--- src/rtl/bytecode_fetch_pkg.sv ---
// Shared Java bytecode definitions: opcode constants, fetch FSM encodings and
// the operand-length table reused by the fetch stage and the ARM generator.
package bytecode_fetch_pkg;

    localparam logic [7:0] OP_ICONST_0 = 8'h03;
    localparam logic [7:0] OP_ICONST_5 = 8'h08;
    localparam logic [7:0] OP_BIPUSH   = 8'h10;
    localparam logic [7:0] OP_SIPUSH   = 8'h11;
    localparam logic [7:0] OP_ILOAD    = 8'h15;
    localparam logic [7:0] OP_ILOAD_0  = 8'h1A;
    localparam logic [7:0] OP_ILOAD_3  = 8'h1D;
    localparam logic [7:0] OP_ISTORE   = 8'h36;
    localparam logic [7:0] OP_ISTORE_0 = 8'h3B;
    localparam logic [7:0] OP_ISTORE_3 = 8'h3E;
    localparam logic [7:0] OP_IADD     = 8'h60;
    localparam logic [7:0] OP_ISUB     = 8'h64;
    localparam logic [7:0] OP_IINC     = 8'h84;
    localparam logic [7:0] OP_GOTO     = 8'hA7;
    localparam logic [7:0] OP_RETURN   = 8'hB1;

    localparam logic [2:0] S_IDLE     = 3'd0;
    localparam logic [2:0] S_REQ_OP   = 3'd1;
    localparam logic [2:0] S_CAP_OP   = 3'd2;
    localparam logic [2:0] S_REQ_OPND = 3'd3;
    localparam logic [2:0] S_CAP_OPND = 3'd4;
    localparam logic [2:0] S_OUTPUT   = 3'd5;
    localparam logic [2:0] S_DONE     = 3'd6;

    // Returns {illegal, len[1:0]}; unknown opcodes are treated as length 0.
    function automatic logic [2:0] java_operand_len(input logic [7:0] op);
        logic [2:0] r;
        r = 3'b100;
        if ((op >= OP_ICONST_0 && op <= OP_ICONST_5) ||
            (op >= OP_ILOAD_0  && op <= OP_ILOAD_3)  ||
            (op >= OP_ISTORE_0 && op <= OP_ISTORE_3) ||
            op == OP_IADD || op == OP_ISUB || op == OP_RETURN)
            r = 3'b000;
        else if (op == OP_BIPUSH || op == OP_ILOAD || op == OP_ISTORE)
            r = 3'b001;
        else if (op == OP_SIPUSH || op == OP_IINC || op == OP_GOTO)
            r = 3'b010;
        return r;
    endfunction

endpackage

--- src/rtl/bytecode_fetch_length_decoder.sv ---
// Combinational opcode decoder: operand byte count and illegal flag.
module bytecode_length_decoder
    import bytecode_fetch_pkg::*;
(
    input  logic [7:0] opcode,
    output logic [1:0] num_operands,
    output logic       illegal
);

    always_comb begin
        {illegal, num_operands} = java_operand_len(opcode);
    end

endmodule

--- src/rtl/bytecode_fetch.sv ---
// Bytecode fetch stage: walks the ROM and emits one Java instruction per handshake.
// Optional simulation trace of accepted bundles with JAA_FETCH_TRACE_EN defined.
module bytecode_fetch
  import bytecode_fetch_pkg::*;
#(
  parameter int ADDR_WIDTH = 6,
  parameter int DATA_WIDTH = 8,
  parameter int START_ADDR = 0
) (
  input  logic                  clk,
  input  logic                  reset,
  input  logic                  start,
  output logic [ADDR_WIDTH-1:0] rom_addr,
  input  logic [DATA_WIDTH-1:0] rom_data,
  output logic                  instr_valid,
  input  logic                  instr_ready,
  output logic [7:0]            opcode,
  output logic [7:0]            operand1,
  output logic [7:0]            operand2,
  output logic [1:0]            num_operands,
  output logic [ADDR_WIDTH-1:0] instr_pc,
  output logic                  illegal,
  output logic                  done
);

  localparam logic [ADDR_WIDTH-1:0] START_PC = ADDR_WIDTH'(START_ADDR);
  localparam logic [ADDR_WIDTH-1:0] PC_ONE   = ADDR_WIDTH'(1);

  logic [2:0]            state;
  logic [ADDR_WIDTH-1:0] pc;
  logic                  second_opnd;
  logic [1:0]            dec_len;
  logic                  dec_illegal;

  bytecode_length_decoder u_len_dec (
    .opcode       (rom_data),
    .num_operands (dec_len),
    .illegal      (dec_illegal)
  );

  assign instr_valid = (state == S_OUTPUT);
  assign done        = (state == S_DONE);

  always_ff @(posedge clk) begin
    if (reset) begin
      state        <= S_IDLE;
      pc           <= START_PC;
      rom_addr     <= START_PC;
      instr_pc     <= START_PC;
      opcode       <= '0;
      operand1     <= '0;
      operand2     <= '0;
      num_operands <= '0;
      illegal      <= 1'b0;
      second_opnd  <= 1'b0;
    end else begin
      case (state)
        S_IDLE, S_DONE: begin
          if (start) begin
            pc    <= START_PC;
            state <= S_REQ_OP;
          end
        end
        S_REQ_OP: begin
          rom_addr <= pc;
          state    <= S_CAP_OP;
        end
        S_CAP_OP: begin
          opcode       <= rom_data;
          instr_pc     <= pc;
          num_operands <= dec_len;
          illegal      <= dec_illegal;
          operand1     <= '0;
          operand2     <= '0;
          second_opnd  <= 1'b0;
          pc           <= pc + PC_ONE;
          state        <= (dec_len == 2'd0) ? S_OUTPUT : S_REQ_OPND;
        end
        S_REQ_OPND: begin
          rom_addr <= pc;
          state    <= S_CAP_OPND;
        end
        S_CAP_OPND: begin
          if (second_opnd)
            operand2 <= rom_data;
          else
            operand1 <= rom_data;
          second_opnd <= 1'b1;
          pc          <= pc + PC_ONE;
          state       <= (second_opnd || num_operands == 2'd1) ? S_OUTPUT : S_REQ_OPND;
        end
        S_OUTPUT: begin
          if (instr_ready)
            state <= (opcode == OP_RETURN) ? S_DONE : S_REQ_OP;
        end
        default: state <= S_IDLE;
      endcase
    end
  end

`ifdef JAA_FETCH_TRACE_EN
  always_ff @(posedge clk) begin
    if (!reset && instr_valid && instr_ready)
      $display("%h %h %h %h%s", instr_pc, opcode, operand1, operand2,
               illegal ? " ILLEGAL" : "");
  end
`endif

endmodule

--- config.mk ---
export PLATFORM = sky130hd
export DESIGN_NAME = bytecode_fetch
export DESIGN_NICKNAME = d
export VERILOG_FILES = /design/src/rtl/bytecode_fetch_pkg.sv /design/src/rtl/bytecode_fetch_length_decoder.sv /design/src/rtl/bytecode_fetch.sv
export SDC_FILE = /design/constraint.sdc
export NUM_CORES = 1
export LEC_CHECK = 0
export ABC_AREA = 1
export CAP_MARGIN = 0
export CORE_ASPECT_RATIO = 1.1
export CORE_UTILIZATION = 40
export DETAILED_ROUTE_END_ITERATION = 8
export PLACE_DENSITY = 0.66
export SYNTH_ARGS = -nofsm -noshare
export SYNTH_HDL_FRONTEND = slang
export SYNTH_SLANG_ARGS = --single-unit
--- constraint.sdc ---
create_clock -name clk -period 1.76 [get_ports clk]
set_input_delay 0.352 -clock clk [delete_from_list [all_inputs] [get_ports clk]]
set_output_delay 0.352 -clock clk [all_outputs]
set_load 0.03 [all_outputs]
Word-level counts from Yosys, hierarchy flattened
Index checks and enable logic that the tools add are counted.

Order comparisons: 6. $add $sub $neg: 1. Reduce and logical (&&, ||, !) cells: 24. Muxes and demuxes: 16. Equality and inequality tests: 21.

Operators with widths (count): equality test 8 bit (second input constant) (4); one-hot mux 8 bit (2 select lines) (2); equality test 8 x 5 -> 1 bit (second input constant) (3); 2-to-1 mux 3 bit (8); one-hot mux 3 bit (6 select lines) (1); equality test 8 x 7 -> 1 bit (second input constant) (2); 2-to-1 mux 8 bit (2); one-hot mux 6 bit (2 select lines) (1); logical OR 1 bit (10); equality test 3 bit (second input constant) (3); equality test 8 x 6 -> 1 bit (second input constant) (1); >= comparator 8 x 2 -> 1 bit (second input constant) (1); >= comparator 8 x 5 -> 1 bit (second input constant) (1); >= comparator 8 x 6 -> 1 bit (second input constant) (1); <= comparator 8 x 4 -> 1 bit (second input constant) (1); <= comparator 8 x 5 -> 1 bit (second input constant) (1); <= comparator 8 x 6 -> 1 bit (second input constant) (1); AND reduction 2 bit (4); adder 6 x 1 -> 6 bit (second input constant) (1); equality test 3 x 2 -> 1 bit (second input constant) (2); 2-to-1 mux 6 bit (1); inequality test 2 bit (second input constant) (3); OR reduction 2 bit (3); nonzero test 2 bit (2); 7 further kinds (9).

Register bits: 49. Input port bits: 12. Logic and storage cells: 78. Output and inout bits: 41.

Logic depth before layout (Yosys ltp)
Gate-level depths: netlist of run 1.

Depth after elaboration: 11. Mapped depth: 10. Mapped depth without buffers: 10.

Hierarchy
A second synthesis of run 1 with hierarchy kept.

Cells, all modules: 356. Area, all modules: 2411.1 µm².

By module, submodules not included: bytecode_fetch (seq. area each 980.9 µm², instances 1, cells each 286, area each 2133.3 µm²); bytecode_length_decoder (seq. area each 0.0 µm², instances 1, cells each 70, area each 277.8 µm²).

Least setup slack after synthesis of run 1
Ideal clock, no wire load.

Kind: register -> register. From: register state[2]. To: register state[2]. Slack: 0.341 ns. Path buffers: 1. Setup time: 0.130 ns. Required time: 1.630 ns. Clock period less this slack: 1.419 ns. Arrival time: 1.290 ns. Cell stages (with the launch flop): 11. Cell sequence: dfxtp_1 -> buf_4 -> nand2_2 -> nor2_2 -> inv_1 -> nor2_1 -> inv_1 -> nand2_1 -> inv_1 -> o21ai_0 -> a21oi_1.

Elaborated cells on any way between the ends: 12.

RTL lines: start, declared (RTL line bytecode_fetch.sv:29) `logic [2:0] state;`; start signal, assigned (RTL line bytecode_fetch.sv:77) `state <= (dec_len == 2'd0) ? S_OUTPUT : S_REQ_OPND;`; start signal, assigned (RTL line bytecode_fetch.sv:90) `state <= (second_opnd || num_operands == 2'd1) ? S_OUTPUT : S_REQ_OPND;`; start signal, assigned (RTL line bytecode_fetch.sv:94) `state <= (opcode == OP_RETURN) ? S_DONE : S_REQ_OP;`; equality test 3 bit *; via instr_valid (RTL line bytecode_fetch.sv:15) `output logic instr_valid,`; inequality test 2 x 1 -> 1 bit (no source line); AND reduction 2 bit (no source line).

The timed path passes the listed nets; every way through them passes the cells marked *. A chain may end at the register's enable or synchronous reset.

Worst setup path in the final report of run 1
From: register opcode[3]. To: output port opcode[3].

RTL lines: start, declared (RTL line bytecode_fetch.sv:17) `output logic [7:0] opcode,`; start signal, assigned (RTL line bytecode_fetch.sv:69) `opcode <= rom_data;`.

No word-level cell between the ends.

==> flow_metrics.tcl, run 1 <==
set metrics [dict create \
    nets 408 \
    post_dp_cell_area_um2 2990 \
    p_switching_mw 0.726 \
    syn_inst 322 \
    cp_max_fo 3 \
    filler_cell_count 557 \
    gp_congestion 0.942 \
    cp-start-kind "flop" \
    utilization 0.576 \
    num_vias 2225 \
    crit_type "flop to output pin" \
    drc 0 \
    powerDensity_nw_per_um2 814 \
    die_h_um 80.5 \
    status "complete, no violations" \
    cp_slowest_cell "clkdlybuf4s50_1" \
    grt_pass1_vias 2045 \
    cp_top_family "buffers and inverters" \
    globalRouteOverflowTotal 0 \
    async_flop_share 0 \
    avgSynthCellArea_um2 6.96 \
    die_w_um 73.4 \
    synthDistinctLibCells 29 \
    hold_violations 0 \
    numCtsBuffers 5 \
    syn2layout_area_growth_pct 38.6 \
    dp_slack_ns -0.116 \
    skew_ns 0.00942 \
    synth_edf_count 0 \
    worstSkewPairLatency_ns 0.30 \
    layout_commonest_cell "nand2_1" \
    cts_root_buf "clkbuf_8" \
    synth_warnings 0 \
    portBuffers 52 \
    die-area_um2 5910 \
    pwr-share-comb 0.209 \
    layout_setup_ws_ns 0.0582 \
    diodes 0 \
    synth_fp_nets 335 \
    final-setup-viol-count 0 \
    max_slew.worst_pin.slew_ns 0.442 \
    clk_path_buf_depth 2 \
    final_cell_mix "nand2_1, dfxtp_1, clkdlybuf4s50_1, a21oi_1, nor2_1" \
    synth_area_um2 2240 \
    drt-initial-drc-count 115 \
    grt_pass1_wl_mm 9.67 \
    via_per_inst 4.72 \
    drive_gt1_frac 0.124 \
    wl_per_cell_um 12.5 \
    clock-sinks 49 \
    drv_cap 0 \
    core_area_um2 5400 \
    grt_max_degree 27 \
    cts_setup_buffers 0 \
    fin_crit_ns 1.70 \
    grt_use_total 0.214 \
    clkPwrFrac 0.314 \
    drt_pass1_iterations 4 \
    cts_tree "built" \
    postCtsHoldBufs 0 \
    power.leakage_nw 1.29 \
    antenna_found_initial 0 \
    critPathMaxStageDelay_ns 0.69 \
    p_int_mw 1.80 \
    period_share 0.967 \
    start_util 0.416 \
    worstPathArrival_ns 1.35 \
    path_cells "clkdlybuf4s50_1" \
    yosysSeqAreaShare 0.438 \
    ys_ff_latch 49 \
    wirelength_mm 5.90 \
    p_sw_frac 0.287 \
    rsz0062_at_grt "false" \
    cp.buffers_inverters 1 \
    hpwl_mm 4.43 \
    drv_slew 0 \
    cp-end-kind "output pin" \
    synth-main-ff-cell "dfxtp_1" \
    clkTransAtPathRegs_ns 0.08 \
    cts-htree-levels 2 \
    hold_path.class "flop to flop" \
    design_area_um2 3110 \
    ant_nets 0 \
    maxSlewHeadroom 0.705 \
    rows 28 \
    crit_required_ns 1.41 \
    seqPwrFrac 0.477 \
    ir_worst_vdd_uv 333 \
    io_pins 53 \
    timing.fmax_mhz 588 \
]
-- metal layers --
| layer | part of all wire | vias to the layer above | wire, µm | track usage |
|---|---|---|---|---|
| li1 | - | 1191 | - | - |
| met1 | 0.47 | 975 | 2790 | 0.283 |
| met2 | 0.47 | 57 | 2790 | 0.356 |
| met3 | 0.050 | 2 | 293 | 0.0439 |
| met4 | 0.0042 | 0 | 25 | 0.0462 |
| met5 | 0 | - | 0 | 0 |
-- Yosys cell counts (2+ instances only) --
cell      instances  area [µm²]
nand2_1          79         297
dfxtp_1          49         981
nor3_1            5        25.0
a21oi_1          46         230
o21ai_0          25         125
clkbuf_1          6        22.5
buf_2             3        15.0
nor2_1           36         135
inv_2             3        11.3
buf_4             2        15.0
inv_1            27         101
nand4_1           3        18.8
buf_6             2        22.5
o21ai_1           2        10.0
nand3_1          17        85.1
nand2_2           4        25.0
-- per-stage QoR --
step | hold slack (ns) | instances | total power [mW] | setup TNS (ns)
after floorplan | 0.458 | 322 | 1.54 | 0
after global placement | 0.453 | 463 | 1.76 | -0.425
after detailed placement | 0.452 | 463 | 1.76 | -0.245
after CTS | 0.472 | 471 | 2.56 | 0
after global routing | 0.492 | 471 | 2.67 | 0
final | 0.465 | 471 | 2.53 | 0
-- timing repair --
action | in CTS | in global routing
gates resized for setup | 0 | 2
setup endpoints to repair | 0 | 2
endpoints found under the hold margin | 0 | 0
-- cells by family (layout without fill, tap and decap cells) --
group	count (synthesis)	count (layout)	share of synthesized area
DFF	49	49	0.437
buffers and inverters	43	117	0.0837
and+or+nand+nor	152	152	0.297
adders and majority gates	1	1	0.00558
AOI/OAI and AO/OA	77	77	0.176
-- power groups by stage --
stage	registers (mW)	logic, mW	clock network (mW)
detailed placement	1.23	0.529	0
global route	1.22	0.578	0.881
global placement	1.23	0.530	0
floorplan	1.32	0.218	0
finish	1.21	0.529	0.795
CTS	1.21	0.532	0.818
-- tightest hold or removal path: stages, from the launching register on --
cell	delay, ns
dfxtp_1	0.32
nand2_1	0.06
a21oi_1	0.05
-- worst paths after layout --
check        cells after the start         from  slack [ns]     endpoint
min reg2reg                      2  operand1[1]        0.47  operand1[1]
max                              1    opcode[3]        0.06    opcode[3]
max reg2reg                      8     state[0]        0.18  operand1[4]
min                              2  operand1[1]        0.47  operand1[1]
-- cell type report --
class                   instances  area [µm²]  share of cell area
multi-input cells             230        1070               0.345
clock buffers                   6        72.6              0.0233
flip-flops and latches         49         981               0.316
well taps                      75        93.8              0.0302
inverters                      30         113              0.0362
clock inverters                 2        38.8              0.0125
repair buffers                 79         736               0.237
-- registers in the layout, indices dropped and copies added, names as in the netlist, 2 cells and up --
register	flops
operand1	8
opcode	8
pc	6
rom_addr	6
operand2	8
num_operands	2
instr_pc	6
state	3
(Power assumes the default switching activity.)
==> inputs of run 2 (changes only) <==
--- a/config.mk
+++ b/config.mk
@@ -6,11 +6,12 @@
 export NUM_CORES = 1
 export LEC_CHECK = 0
 export ABC_AREA = 1
-export CAP_MARGIN = 0
+export CAP_MARGIN = 10
 export CORE_ASPECT_RATIO = 1.1
 export CORE_UTILIZATION = 40
 export DETAILED_ROUTE_END_ITERATION = 8
 export PLACE_DENSITY = 0.66
+export RECOVER_POWER = 25
 export SYNTH_ARGS = -nofsm -noshare
 export SYNTH_HDL_FRONTEND = slang
 export SYNTH_SLANG_ARGS = --single-unit
==> flow_metrics.tcl, run 2 (same netlist as run 1, synthesis figures left out) <==
set metrics [dict create \
    status "complete, no violations" \
    grt_max_degree 27 \
    num_vias 2215 \
    worstSkewPairLatency_ns 0.30 \
    timing.fmax_mhz 588 \
    power.leakage_nw 1.24 \
    critPathMaxStageDelay_ns 0.69 \
    globalRouteMet2Util 0.356 \
    drv_slew 0 \
    hpwl_mm 4.43 \
    tns_ns 0 \
    hold_violations 0 \
    cp_max_fo 3 \
    grt_pass1_vias 2045 \
    skew_ns 0.00963 \
    cp.buffers_inverters 1 \
    hold_path.class "flop to flop" \
    maxSlewHeadroom 0.704 \
    cts_tree "built" \
    globalRouteOverflowTotal 0 \
    holdWs_ns 0.465 \
    cp-start-kind "flop" \
    cp_slowest_cell "clkdlybuf4s50_1" \
    portBuffers 52 \
    min_path_cells 2 \
    cp_num_cells 1 \
    drc 0 \
    layout_setup_ws_ns 0.0582 \
    layout_commonest_cell "nand2_1" \
    drive_gt1_frac 0.121 \
    wl_per_cell_um 12.5 \
    final_cell_mix "nand2_1, dfxtp_1, clkdlybuf4s50_1, a21oi_1, nor2_1" \
    nets 408 \
    max_slew.worst_pin.slew_ns 0.444 \
    crit_type "flop to output pin" \
    rsz0062_at_grt "false" \
    grt_pass1_wl_mm 9.67 \
    cp_top_family "buffers and inverters" \
    fin_crit_ns 1.70 \
    path_cells "clkdlybuf4s50_1" \
    use_met1 0.283 \
    io_pins 53 \
    clk_path_buf_depth 2 \
    powerDensity_nw_per_um2 817 \
    grt-busiest-layer "met2" \
    diodes 0 \
    grtUsageMet3 0.0439 \
    numCtsBuffers 5 \
    clkTransAtPathRegs_ns 0.08 \
    gp_congestion 0.942 \
    dp_slack_ns -0.116 \
    drt-initial-drc-count 120 \
    final-setup-viol-count 0 \
    core_area_um2 5400 \
    filler_cell_count 563 \
    period_share 0.967 \
    syn2layout_area_growth_pct 37.6 \
    rows 28 \
    drv_cap 0 \
    dp_cells 463 \
    die-area_um2 5910 \
    postCtsHoldBufs 0 \
    antenna_found_initial 0 \
    cts-htree-levels 2 \
    grt_use_total 0.214 \
    cts_root_buf "clkbuf_8" \
    die_h_um 80.5 \
    r2r_cells 8 \
    fin_total_pwr_mw 2.52 \
    via_per_inst 4.70 \
    worstPathArrival_ns 1.35 \
    finalNonFillerCells 471 \
    die_w_um 73.4 \
    drt_pass1_iterations 4 \
    ant_nets 0 \
    wirelength_mm 5.88 \
    start_util 0.416 \
    crit_required_ns 1.41 \
    clock-sinks 49 \
    biggestRegsByFlops "opcode: 8 flops, operand1: 8 flops, operand2: 8 flops" \
    cp-end-kind "output pin" \
    ir_worst_vdd_uv 331 \
]
run 2: cell types whose count changed in the layout (fill, tap and decap cells not counted), sizes merged:
cell / delta
buf: -2
clkbuf: +4
clkdlybuf4s50: -1
dlygate4sd3: +1
dlymetal6s2s: -2
run 2: routing by layer:
metal | routed length, µm | share of wire | up-vias
met3 | 238 | 0.040 | 2
met4 | 25 | 0.0042 | 0
li1 | - | - | 1188
met1 | 2840 | 0.48 | 979
met5 | 0 | 0 | -
met2 | 2780 | 0.47 | 46
run 2: timing repair:
action                                  4_1_cts  5_1_grt
resized for setup                             0        2
endpoints found under the setup margin        0        2
setup buffers                                 0        0
run 2: stage by stage:
step	utilization	area, µm²
final	0.572	3080
after global routing	0.572	3080
after CTS	0.575	3100
after detailed placement	0.554	2990
after global placement	0.554	2990
after floorplan	-	2240
run 2: power breakdown:
group	internal (mW)	switching (mW)
logic	0.204	0.318
clock network	0.427	0.365
registers	1.17	0.0405
run 2: cell type report:
cell class                      instances  area (µm²)  area share
Multi-Input combinational cell        230        1070       0.348
Clock buffer                            6        72.6      0.0235
Clock inverter                          2        38.8      0.0126
Tap cell                               75        93.8      0.0304
Timing Repair Buffer                   79         712       0.231
Inverter                               30         113      0.0365
Sequential cell                        49         981       0.318
run 2: final timing paths:
path,startpoint,endpoint,slack [ns]
setup / recovery,opcode[3],opcode[3],0.06
setup reg to reg,state[0],operand1[4],0.18
hold / removal,operand1[1],operand1[1],0.47
hold reg to reg,operand1[1],operand1[1],0.47
==> inputs of run 3 (changes only) <==
--- a/config.mk
+++ b/config.mk
@@ -6,7 +6,7 @@
 export NUM_CORES = 1
 export LEC_CHECK = 0
 export ABC_AREA = 1
-export CAP_MARGIN = 10
+export CAP_MARGIN = 20
 export CORE_ASPECT_RATIO = 1.1
 export CORE_UTILIZATION = 40
 export DETAILED_ROUTE_END_ITERATION = 8
==> results of run 3 <==
No change in the layout: final DEF, timing and power equal those of run 2.
